===== src/rtl/mmv_guard_pkg.sv =====
// rtl/mmv_guard_pkg.sv - shared state type, fault counter width and saturating add for mmv_guard
package mmv_guard_pkg;

   typedef enum logic [1:0] {
      ST_NORMAL   = 2'd0,
      ST_DRAIN    = 2'd1,
      ST_ISOLATED = 2'd2
   } guard_state_t;

   localparam int FAULT_W = 16;

   // Adds 0..2 faults to a counter, sticking at all ones instead of wrapping
   function automatic logic [FAULT_W-1:0] sat_add(input logic [FAULT_W-1:0] cnt,
                                                  input logic [1:0]         inc);
      logic [FAULT_W:0] sum;
      sum = {1'b0, cnt} + {{(FAULT_W - 1){1'b0}}, inc};
      return sum[FAULT_W] ? {FAULT_W{1'b1}} : sum[FAULT_W-1:0];
   endfunction

endpackage


===== src/rtl/mmv_guard_fifo.sv =====
// rtl/mmv_guard_fifo.sv - show-ahead timestamp FIFO for in-order pending reads
module mmv_guard_fifo #(
   parameter int DEPTH = 8,
   parameter int WIDTH = 8
) (
   input  logic             clk,
   input  logic             rst,
   input  logic             push,
   input  logic [WIDTH-1:0] push_data,
   input  logic             pop,
   output logic [WIDTH-1:0] head_data,
   output logic             empty,
   output logic             full
);

   localparam int AW = $clog2(DEPTH);

   logic [WIDTH-1:0] mem [DEPTH];
   logic [AW:0]      wr_ptr;
   logic [AW:0]      rd_ptr;
   logic             do_push;
   logic             do_pop;

   // Full blocks push even when a pop happens in the same cycle
   assign do_push   = push & ~full;
   assign do_pop    = pop & ~empty;
   assign empty     = (wr_ptr == rd_ptr);
   assign full      = (wr_ptr[AW] != rd_ptr[AW]) && (wr_ptr[AW-1:0] == rd_ptr[AW-1:0]);
   assign head_data = mem[rd_ptr[AW-1:0]];

   // Pointer update; an extra wrap bit tells full from empty
   always_ff @(posedge clk) begin
      if (rst) begin
         wr_ptr <= '0;
         rd_ptr <= '0;
      end else begin
         if (do_push) wr_ptr <= wr_ptr + 1'b1;
         if (do_pop)  rd_ptr <= rd_ptr + 1'b1;
      end
   end

   // Storage write, no reset needed since empty masks stale entries
   always_ff @(posedge clk) begin
      if (do_push) mem[wr_ptr[AW-1:0]] <= push_data;
   end

endmodule


===== src/rtl/mmv_guard.sv =====
// rtl/mmv_guard.sv - busy/read-timeout guard for an untrusted slave; isolation FSM under MMV_GUARD_ISOLATE_EN
module mmv_guard
   import mmv_guard_pkg::*;
#(
   parameter int                AWIDTH    = 8,
   parameter int                DWIDTH    = 8,
   parameter int                MAXPENDRD = 8,
   parameter int                TWIDTH    = 8,
   parameter int                ISOLTHR   = 4,
   parameter logic [DWIDTH-1:0] ERRRDVAL  = {DWIDTH{1'b1}}
) (
   input  logic               clk,
   input  logic               rst,
   input  logic [AWIDTH-1:0]  s_addr,
   input  logic               s_wreq,
   input  logic [DWIDTH-1:0]  s_wdat,
   input  logic               s_rreq,
   output logic [DWIDTH-1:0]  s_rdat,
   output logic               s_rval,
   output logic               s_busy,
   output logic [AWIDTH-1:0]  m_addr,
   output logic               m_wreq,
   output logic [DWIDTH-1:0]  m_wdat,
   output logic               m_rreq,
   input  logic [DWIDTH-1:0]  m_rdat,
   input  logic               m_rval,
   input  logic               m_busy,
   input  logic [TWIDTH-1:0]  cfg_busy_tmo,
   input  logic [TWIDTH-1:0]  cfg_rval_tmo,
   input  logic               clr,
   output logic               busy_timeout,
   output logic               rval_timeout,
   output logic               rval_is_odd,
   output logic [FAULT_W-1:0] fault_cnt,
   output logic               isolated
);

   logic [TWIDTH-1:0] now;
   logic [TWIDTH-1:0] head_ts;
   logic [TWIDTH-1:0] age;
   logic [TWIDTH-1:0] rval_tmo_eff;
   logic [TWIDTH-1:0] busy_cnt;
   logic [TWIDTH:0]   busy_cnt_inc;
   logic              fifo_empty;
   logic              fifo_full;
   logic              rel_q;
   logic              fwd_en;
   logic              drain;
   logic              iso;
   logic              push;
   logic              pop;
   logic              forced;
   logic              odd_rval;
   logic              iso_rd;
   logic              busy_cycle;
   logic              busy_hit;
   logic [1:0]        fault_inc;

   assign m_addr = s_addr;
   assign m_wdat = s_wdat;

   // Requests only reach the slave in NORMAL and while a pending slot is free
   assign m_wreq = s_wreq & ~fifo_full & fwd_en;
   assign m_rreq = s_rreq & ~fifo_full & fwd_en;
   assign s_busy = drain | (fwd_en & ((m_busy & ~rel_q) | fifo_full));

   assign push     = s_rreq & ~s_busy & fwd_en;
   assign iso_rd   = iso & s_rreq;

   // Age is modulo 2^TWIDTH so the free-running stamp may wrap
   assign rval_tmo_eff = (cfg_rval_tmo == '0) ? TWIDTH'(1) : cfg_rval_tmo;
   assign age          = now - head_ts;
   assign forced       = ~fifo_empty & (age >= rval_tmo_eff) & ~m_rval;
   assign pop          = ~fifo_empty & (m_rval | forced);
   assign odd_rval     = m_rval & fifo_empty;

   // The release cycle itself is not counted so the next transaction starts fresh
   assign busy_cycle   = (m_wreq | m_rreq) & m_busy & ~rel_q;
   assign busy_cnt_inc = {1'b0, busy_cnt} + 1'b1;
   assign busy_hit     = busy_cycle & (cfg_busy_tmo != '0) & (busy_cnt_inc >= {1'b0, cfg_busy_tmo});
   assign fault_inc    = {1'b0, busy_hit} + {1'b0, forced};

   mmv_guard_fifo #(
      .DEPTH (MAXPENDRD),
      .WIDTH (TWIDTH)
   ) u_fifo (
      .clk       (clk),
      .rst       (rst),
      .push      (push),
      .push_data (now),
      .pop       (pop),
      .head_data (head_ts),
      .empty     (fifo_empty),
      .full      (fifo_full)
   );

   // Timestamp, busy release, upstream read response, status pulses and fault count
   always_ff @(posedge clk) begin
      if (rst) begin
         now          <= '0;
         busy_cnt     <= '0;
         rel_q        <= 1'b0;
         s_rval       <= 1'b0;
         s_rdat       <= '0;
         busy_timeout <= 1'b0;
         rval_timeout <= 1'b0;
         rval_is_odd  <= 1'b0;
         fault_cnt    <= '0;
      end else begin
         now          <= now + 1'b1;
         busy_cnt     <= (busy_cycle & ~busy_hit) ? busy_cnt_inc[TWIDTH-1:0] : '0;
         rel_q        <= busy_hit;
         busy_timeout <= busy_hit;
         rval_timeout <= forced;
         rval_is_odd  <= odd_rval;
         s_rval       <= pop | iso_rd;
         if (pop | iso_rd) s_rdat <= (pop & m_rval) ? m_rdat : ERRRDVAL;
         fault_cnt    <= clr ? '0 : sat_add(fault_cnt, fault_inc);
      end
   end

`ifdef MMV_GUARD_ISOLATE_EN
   localparam logic [FAULT_W-1:0] ISO_LIM = FAULT_W'(ISOLTHR);

   guard_state_t       state;
   logic [FAULT_W-1:0] consec;
   logic [FAULT_W-1:0] consec_nxt;
   logic               isolated_q;
   logic               rd_ok;
   logic               wr_ok;

   assign fwd_en   = (state == ST_NORMAL);
   assign drain    = (state == ST_DRAIN);
   assign iso      = (state == ST_ISOLATED);
   assign isolated = isolated_q;

   // A good completion breaks the run of consecutive faults
   assign rd_ok = pop & m_rval;
   assign wr_ok = s_wreq & ~s_busy & fwd_en & ~rel_q;

   // Consecutive-fault tally; faults in the same cycle take precedence over a good completion
   always_comb begin
      consec_nxt = consec;
      if (fault_inc != 2'd0)    consec_nxt = sat_add(consec, fault_inc);
      else if (rd_ok | wr_ok)   consec_nxt = '0;
   end

   // Isolation FSM: stop forwarding, drain outstanding reads, then answer locally
   always_ff @(posedge clk) begin
      if (rst || clr) begin
         state      <= ST_NORMAL;
         consec     <= '0;
         isolated_q <= 1'b0;
      end else begin
         consec <= consec_nxt;
         case (state)
            ST_NORMAL: begin
               if (consec_nxt >= ISO_LIM) begin
                  state      <= ST_DRAIN;
                  isolated_q <= 1'b1;
               end
            end
            ST_DRAIN: begin
               if (fifo_empty) state <= ST_ISOLATED;
               isolated_q <= 1'b1;
            end
            ST_ISOLATED: isolated_q <= 1'b1;
            default: begin
               state      <= ST_NORMAL;
               isolated_q <= 1'b0;
            end
         endcase
      end
   end
`else
   logic unused_isolthr;

   assign fwd_en         = 1'b1;
   assign drain          = 1'b0;
   assign iso            = 1'b0;
   assign isolated       = 1'b0;
   assign unused_isolthr = (ISOLTHR != 0);
`endif

endmodule


===== config.mk =====
export PLATFORM = sky130hd
export DESIGN_NAME = mmv_guard
export DESIGN_NICKNAME = d
export VERILOG_FILES = /design/src/rtl/mmv_guard_pkg.sv /design/src/rtl/mmv_guard_fifo.sv /design/src/rtl/mmv_guard.sv
export SDC_FILE = /design/constraint.sdc
export NUM_CORES = 1
export LEC_CHECK = 0
export CAP_MARGIN = 10
export CORE_ASPECT_RATIO = 1.25
export CORE_MARGIN = 4
export CORE_UTILIZATION = 49
export CTS_BUF_LIST = sky130_fd_sc_hd__clkbuf_8 sky130_fd_sc_hd__clkbuf_16
export DETAILED_ROUTE_END_ITERATION = 6
export MAX_ROUTING_LAYER = met4
export PLACE_DENSITY = 0.77
export REMOVE_ABC_BUFFERS = 1
export SLEW_MARGIN = 10
export SYNTH_ARGS = -nofsm -noshare
export SYNTH_HDL_FRONTEND = slang
export SYNTH_HIERARCHICAL = 1
export SYNTH_SLANG_ARGS = --single-unit

===== constraint.sdc =====
create_clock -name clk -period 4.44 [get_ports clk]
set_input_delay 0.888 -clock clk [delete_from_list [all_inputs] [get_ports clk]]
set_output_delay 0.888 -clock clk [all_outputs]
set_load 0.03 [all_outputs]

# Yosys cells after proc, flatten, opt, wreduce, memory -nomap -nowiden
# Memory sizes are Yosys's and may differ from the RTL's. A register that Yosys moved wholly into a read port is not among the register bits.
# Cells that the tools add are included.
# totals
reg_bits	52
ramBits	64
input_bits	47
elab_cells	61
mem_count	1
# mem_list
name	words	word_bits	read_ports	rd_ports_with_merged_regs	wr	line_no	source
u_fifo.mem	8	8	1	1	1	mmv_guard_fifo.sv:18	logic [WIDTH-1:0] mem [DEPTH];
# classes
addsub	7
n_lt_le_gt_ge	2
eq_ne	3
n_mux	7
bitwise	26
n_reduce_logical	5
# op_table
cell	count
16-bit by 2-bit adder with 17-bit output	1
1-bit AND	16
16-bit 2-to-1 mux	1
8-bit 2-to-1 mux	2
8-bit by 1-bit adder with 9-bit output (second input constant)	1
9-bit by 8-bit >= comparator with 1-bit output	1
4-bit by 1-bit adder with 4-bit output (second input constant)	2
8-bit by 1-bit adder with 8-bit output (second input constant)	1
8-bit >= comparator	1
8-bit logical NOT	1
8-bit nonzero test	1
8-bit subtractor	1
1-bit inverter	7
3-bit 2-to-1 mux	2
4-bit == test	1
2-bit OR reduction	2
3-bit == test	1
1-bit OR	3
1-bit by 1-bit adder with 2-bit output	1
1-bit 2-to-1 mux	2
1-bit logical AND	1
1-bit != test	1

# Depth between registers and ports, before layout
# Gate-level depths: netlist (run 1).
# logic_depth
word_depth	13
mapped_depth	24
ltp_nobuf	22

# Modules after synthesis
# Netlist (run 1), hierarchy kept.
# by_module_without_submodules
mod	n_inst	cells_per_inst	area_per_inst_um2
mmv_guard_fifo	1	178	3166.8
mmv_guard	1	319	2706.3

# Worst setup path after synthesis (run 1)
# Ideal clock, no wire load.
# synth_path
kind	register to register
from	reg with a tool-made name
to	reg fault_cnt[10]
setup_ns	0.070
t_arrival_ns	4.774
path_slack_ns	-0.404
stages_incl_launch_ff	23
n_path_buf	3
period_less_slack_ns	4.844
path_cell_list	dfxtp_1 -> buf_4 -> buf_4 -> mux4_2 -> mux2_2 -> inv_1 -> ha_1 -> and3_1 -> a211oi_1 -> a21oi_1 -> xnor2_1 -> ha_1 -> nand3_1 -> o31ai_2 -> o21ai_0 -> fa_1 -> inv_1 -> ha_1 -> nand2_1 -> nor4_2 -> nand3_1 -> buf_4 -> a21oi_1
# synth_lines
element	line_no	source
end signal: assignment	mmv_guard.sv:118	fault_cnt <= clr ? '0 : sat_add(fault_cnt, fault_inc);
end: declaration	mmv_guard.sv:34	output logic [FAULT_W-1:0] fault_cnt,

==> results list, run 1 <==
- Switching component of the power: 0.6901 mW
* Total routing resource utilization after global routing: 20.56%
- Setup violations remaining at the end of the flow were counted as 10.
- Insertion delay of the later-clocked pin in the worst-skew pair: 0.40 ns
* Highest Clock Rate: 221.4 MHz
- Diodes inserted: 0
- Share of the synthesized area in the top cell type: 32.72%
- edfxtp_1 is the most common cell in the netlist.
- Internal power comes to 2.093 mW.
- The number of placed instances, taps included, is 724.
- Top_reg_cell synth: edfxtp_1
- Total of buffers placed on input and output ports: 61
- Total of flip-flops plus latches after synthesis: 119
- Net switching is 24.80% of the power.
- Required time of the critical path: 4.71 ns
- Global placement routability congestion: 0.8327
- Critical path endpoint category: flop
* DP Wirelength: 8989 um
- Entering global routing, the biggest net connects 26 pins.
- The worst-case IR drop observed on VDD is 0.2635 mV.
- Count of endpoints failing hold in the final timing report: 0
- For this configuration, the core starts out at a cell density of 50.32%.
- Number of H-tree branching levels: 4
- After floorplanning, the core was sized to cover 11670 um2.
- Once layout is complete, the utilization of the core stands at 65.39%.
* Hold-fix buffer count after cts: 0
* Final period util: 101.7%
* Number of cells in the finished layout apart from fillers: 765
- Slew at the pin with the worst max-slew slack: 1.032 ns
- Register share of total power: 43.2%
- The layout has 878 filler cells.
* Post-route antenna net violation count: 0
* Final net count: 668
- STA classifies the critical path startpoint as a flop.
- The die covers 13810 um2.
- Clock tree from TritonCTS: yes
* Cell types with the largest area share after synthesis: edfxtp_1, dfxtp_1, mux4_2, ha_1, nor2_1
- In the final routed layout, each cell accounts on average for 17.52 um.
- Congestion Overflow GR: 0
- In this run the clock root is driven by a clkbuf_16.
- Wirelength, routed: 13410 um
- The final route contains 4136 vias.
- Post-route DRC: 0
- Library cell occupying the most area in the post-synthesis netlist: edfxtp_1
- Number of synthesized flops with an enable pin: 64
- WP data arrival: 4.78 ns
* Floorplan row count: 44
* Yosys synthesis warning count: 6
* I/O pin cnt: 95
- For this design the ratio of total power to cell area is 364.6 nW/um2.
- TritonCTS buffer count: 17
- Post-synthesis average cell area: 11.82 um2
- The first global-routing pass estimated 21220 um of wire.
- Y dimension of the die: 130.4 um
- The clock passes through at most 2 buffers.
- Detailed-route vias per instance: 5.407
- Number of max-cap violations: 0
- Static Leak: 2.948 nW
- Per report_power, the clock group accounts for 43.0% of the total.
- Clock skew on the completed layout was measured at 0.009668 ns.
- Relative contribution of combinational cells to total power: 13.8%
- After the first detailed-routing iteration, the DRC count stood at 195.
- In the synthesized netlist the async set-or-reset flop fraction comes to 0%.
- Clock sink count: 119
* Antenna violations before repair: 0
* RSZ-0062 raised after global routing: yes
- WHS: 0.4624 ns
* Max-slew headroom at the worst pin: 30.92%
- Critical path type: reg -> reg
* Final TNS setup: -0.3037 ns
* DRT Pass-1 Iters: 4
- In the final layout, the share of cells above drive strength 1 is 24.50%.
- Smallest setup slack after layout: -0.07743 ns
- HP Class: reg -> reg
* Post-route minimum period: 4.517 ns
- Measured along the x axis, the die boundary spans 105.9 um.
* Violated checks: negative setup slack
* Top cells by instance count after synthesis: edfxtp_1, dfxtp_1, nor2_1
* Cell area after technology mapping: 5873 um2
* Worst slack, placed: -0.5080 ns
- Biggest fanout along the worst timing path: 6
* Cell count after synthesis: 497
* Via count of the first global-routing pass: 4341
* Clock slew at reported path FFs: 0.05 ns
* Sequential-to-total area share from yosys stat: 51.47%
* Layout Area Growth over Synthesis: 29.95%
* Outcome: finished with violations
- The netlist uses 55 different library cells.
- The count of final max-slew check failures was 0.
[cell usage in the layout (no fill, tap or decap), drive strengths merged, types with 3 or more instances in the layout]
cell type and instances:
nor2b 18, and3 9, clkdlybuf4s50 61, nor4 6
nand2 18, nand4 6, nor3 7, inv 32
nand2b 7, clkinv 10, mux2 15, a41oi 4
buf 50, a21oi 19, mux2i 5, mux4 16
xor2 20, a21o 5, edfxtp 64, ha 28
clkinvlp 3, o21a 11, clkbuf 17, or2 3
nor3b 3, o21ai 4, xnor2 17, dfxtp 55
nand3 19, nor2 47
[cells by family after synthesis]
logic type,count (synthesis),synth area share (%)
xor gates and xnor gates,37,5.518
other,1,0.06385
buffers and inverters,66,5.859
and+or+nand+nor,150,13.25
AOI/OAI and AO/OA,58,7.329
muxes,36,9.864
adders and majority gates,30,6.647
DFF,119,51.47
[stage by stage]
| stage | power (mW) | instance area (um2) |
|---|---|---|
| 6_report | 2.783 | 7632 |
| 5_1_grt | 2.893 | 7632 |
| 4_1_cts | 2.800 | 7545 |
| 3_5_place_dp | 1.567 | 6799 |
| 3_3_place_gp | 1.554 | 6799 |
| 2_1_floorplan | 1.420 | 5642 |
[layout make-up]
class	count	area, um2	area share, %
flip-flops and latches	119	3027	39.66
multi-input cells	312	2693	35.28
repair buffers	111	1066	13.97
clock buffers	17	425.4	5.574
well taps	161	201.4	2.639
inverters	30	112.6	1.475
clock inverters	15	107.6	1.410
[power groups by stage]
stage | Combinational (mW) | Sequential, mW | Clock (mW)
CTS | 0.378 | 1.20 | 1.22
detailed placement | 0.343 | 1.22 | 0
floorplan | 0.166 | 1.25 | 0
finish | 0.383 | 1.20 | 1.20
global placement | 0.332 | 1.22 | 0
global route | 0.415 | 1.20 | 1.27
[layer usage]
| layer | wire length [um] | up-vias | GRT usage [%] |
|---|---|---|---|
| li1 | - | 1961 | - |
| met1 | 5309 | 2040 | 22.61 |
| met2 | 7207 | 117 | 36.26 |
| met3 | 611 | 18 | 5.602 |
| met4 | 276 | 0 | 7.012 |
| met5 | 0 | - | - |
[path summary, 6_finish.rpt]
check | from | end | slack, ns | cells after the start
min reg2reg | s_rdat[6] | s_rdat[6] | 0.46 | 1
min | s_rdat[6] | s_rdat[6] | 0.46 | 1
max | flop | fault_cnt[10] | -0.08 | 25
max reg2reg | flop | fault_cnt[10] | -0.08 | 25
[registers in the layout (all words and copies together), names as in the netlist, named ones only]
name,flops
busy_timeout,1
s_rdat,8
now,8
busy_cnt,8
rval_timeout,1
rval_is_odd,1
u_fifo/rd_ptr,4
u_fifo/mem,64
fault_cnt,16
u_fifo/wr_ptr,4
s_rval,1
[critical path, stage by stage (launching register included)]
cell	delay (ns)
dfxtp_4	0.39
buf_12	0.14
mux4_2	0.51
mux2_4	0.30
ha_4	0.16
inv_2	0.06
fa_2	0.20
a21o_1	0.13
a21oi_2	0.06
o21bai_1	0.11
a21oi_1	0.09
xnor2_1	0.13
ha_1	0.34
buf_6	0.13
a21o_1	0.16
a21o_1	0.19
o21ai_4	0.18
fa_2	0.25
inv_2	0.05
ha_4	0.16
buf_4	0.13
buf_6	0.12
nand3_4	0.11
nor2_2	0.05
xnor2_1	0.14
a21oi_1	0.09
[timing repair]
item                       4_1_cts  5_1_grt
pin swaps                       21       18
cloned                           1        0
buffers inserted                 7        4
gates resized for setup         35       15
setup endpoints to repair       16       21
No activity file was read; power rests on OpenSTA's default activity.
==> inputs of run 2 (changes only) <==
CAP_MARGIN = unset   (was 10)
==> results of run 2 <==
Same layout as run 1: the final DEF is identical, and so are final timing and power.
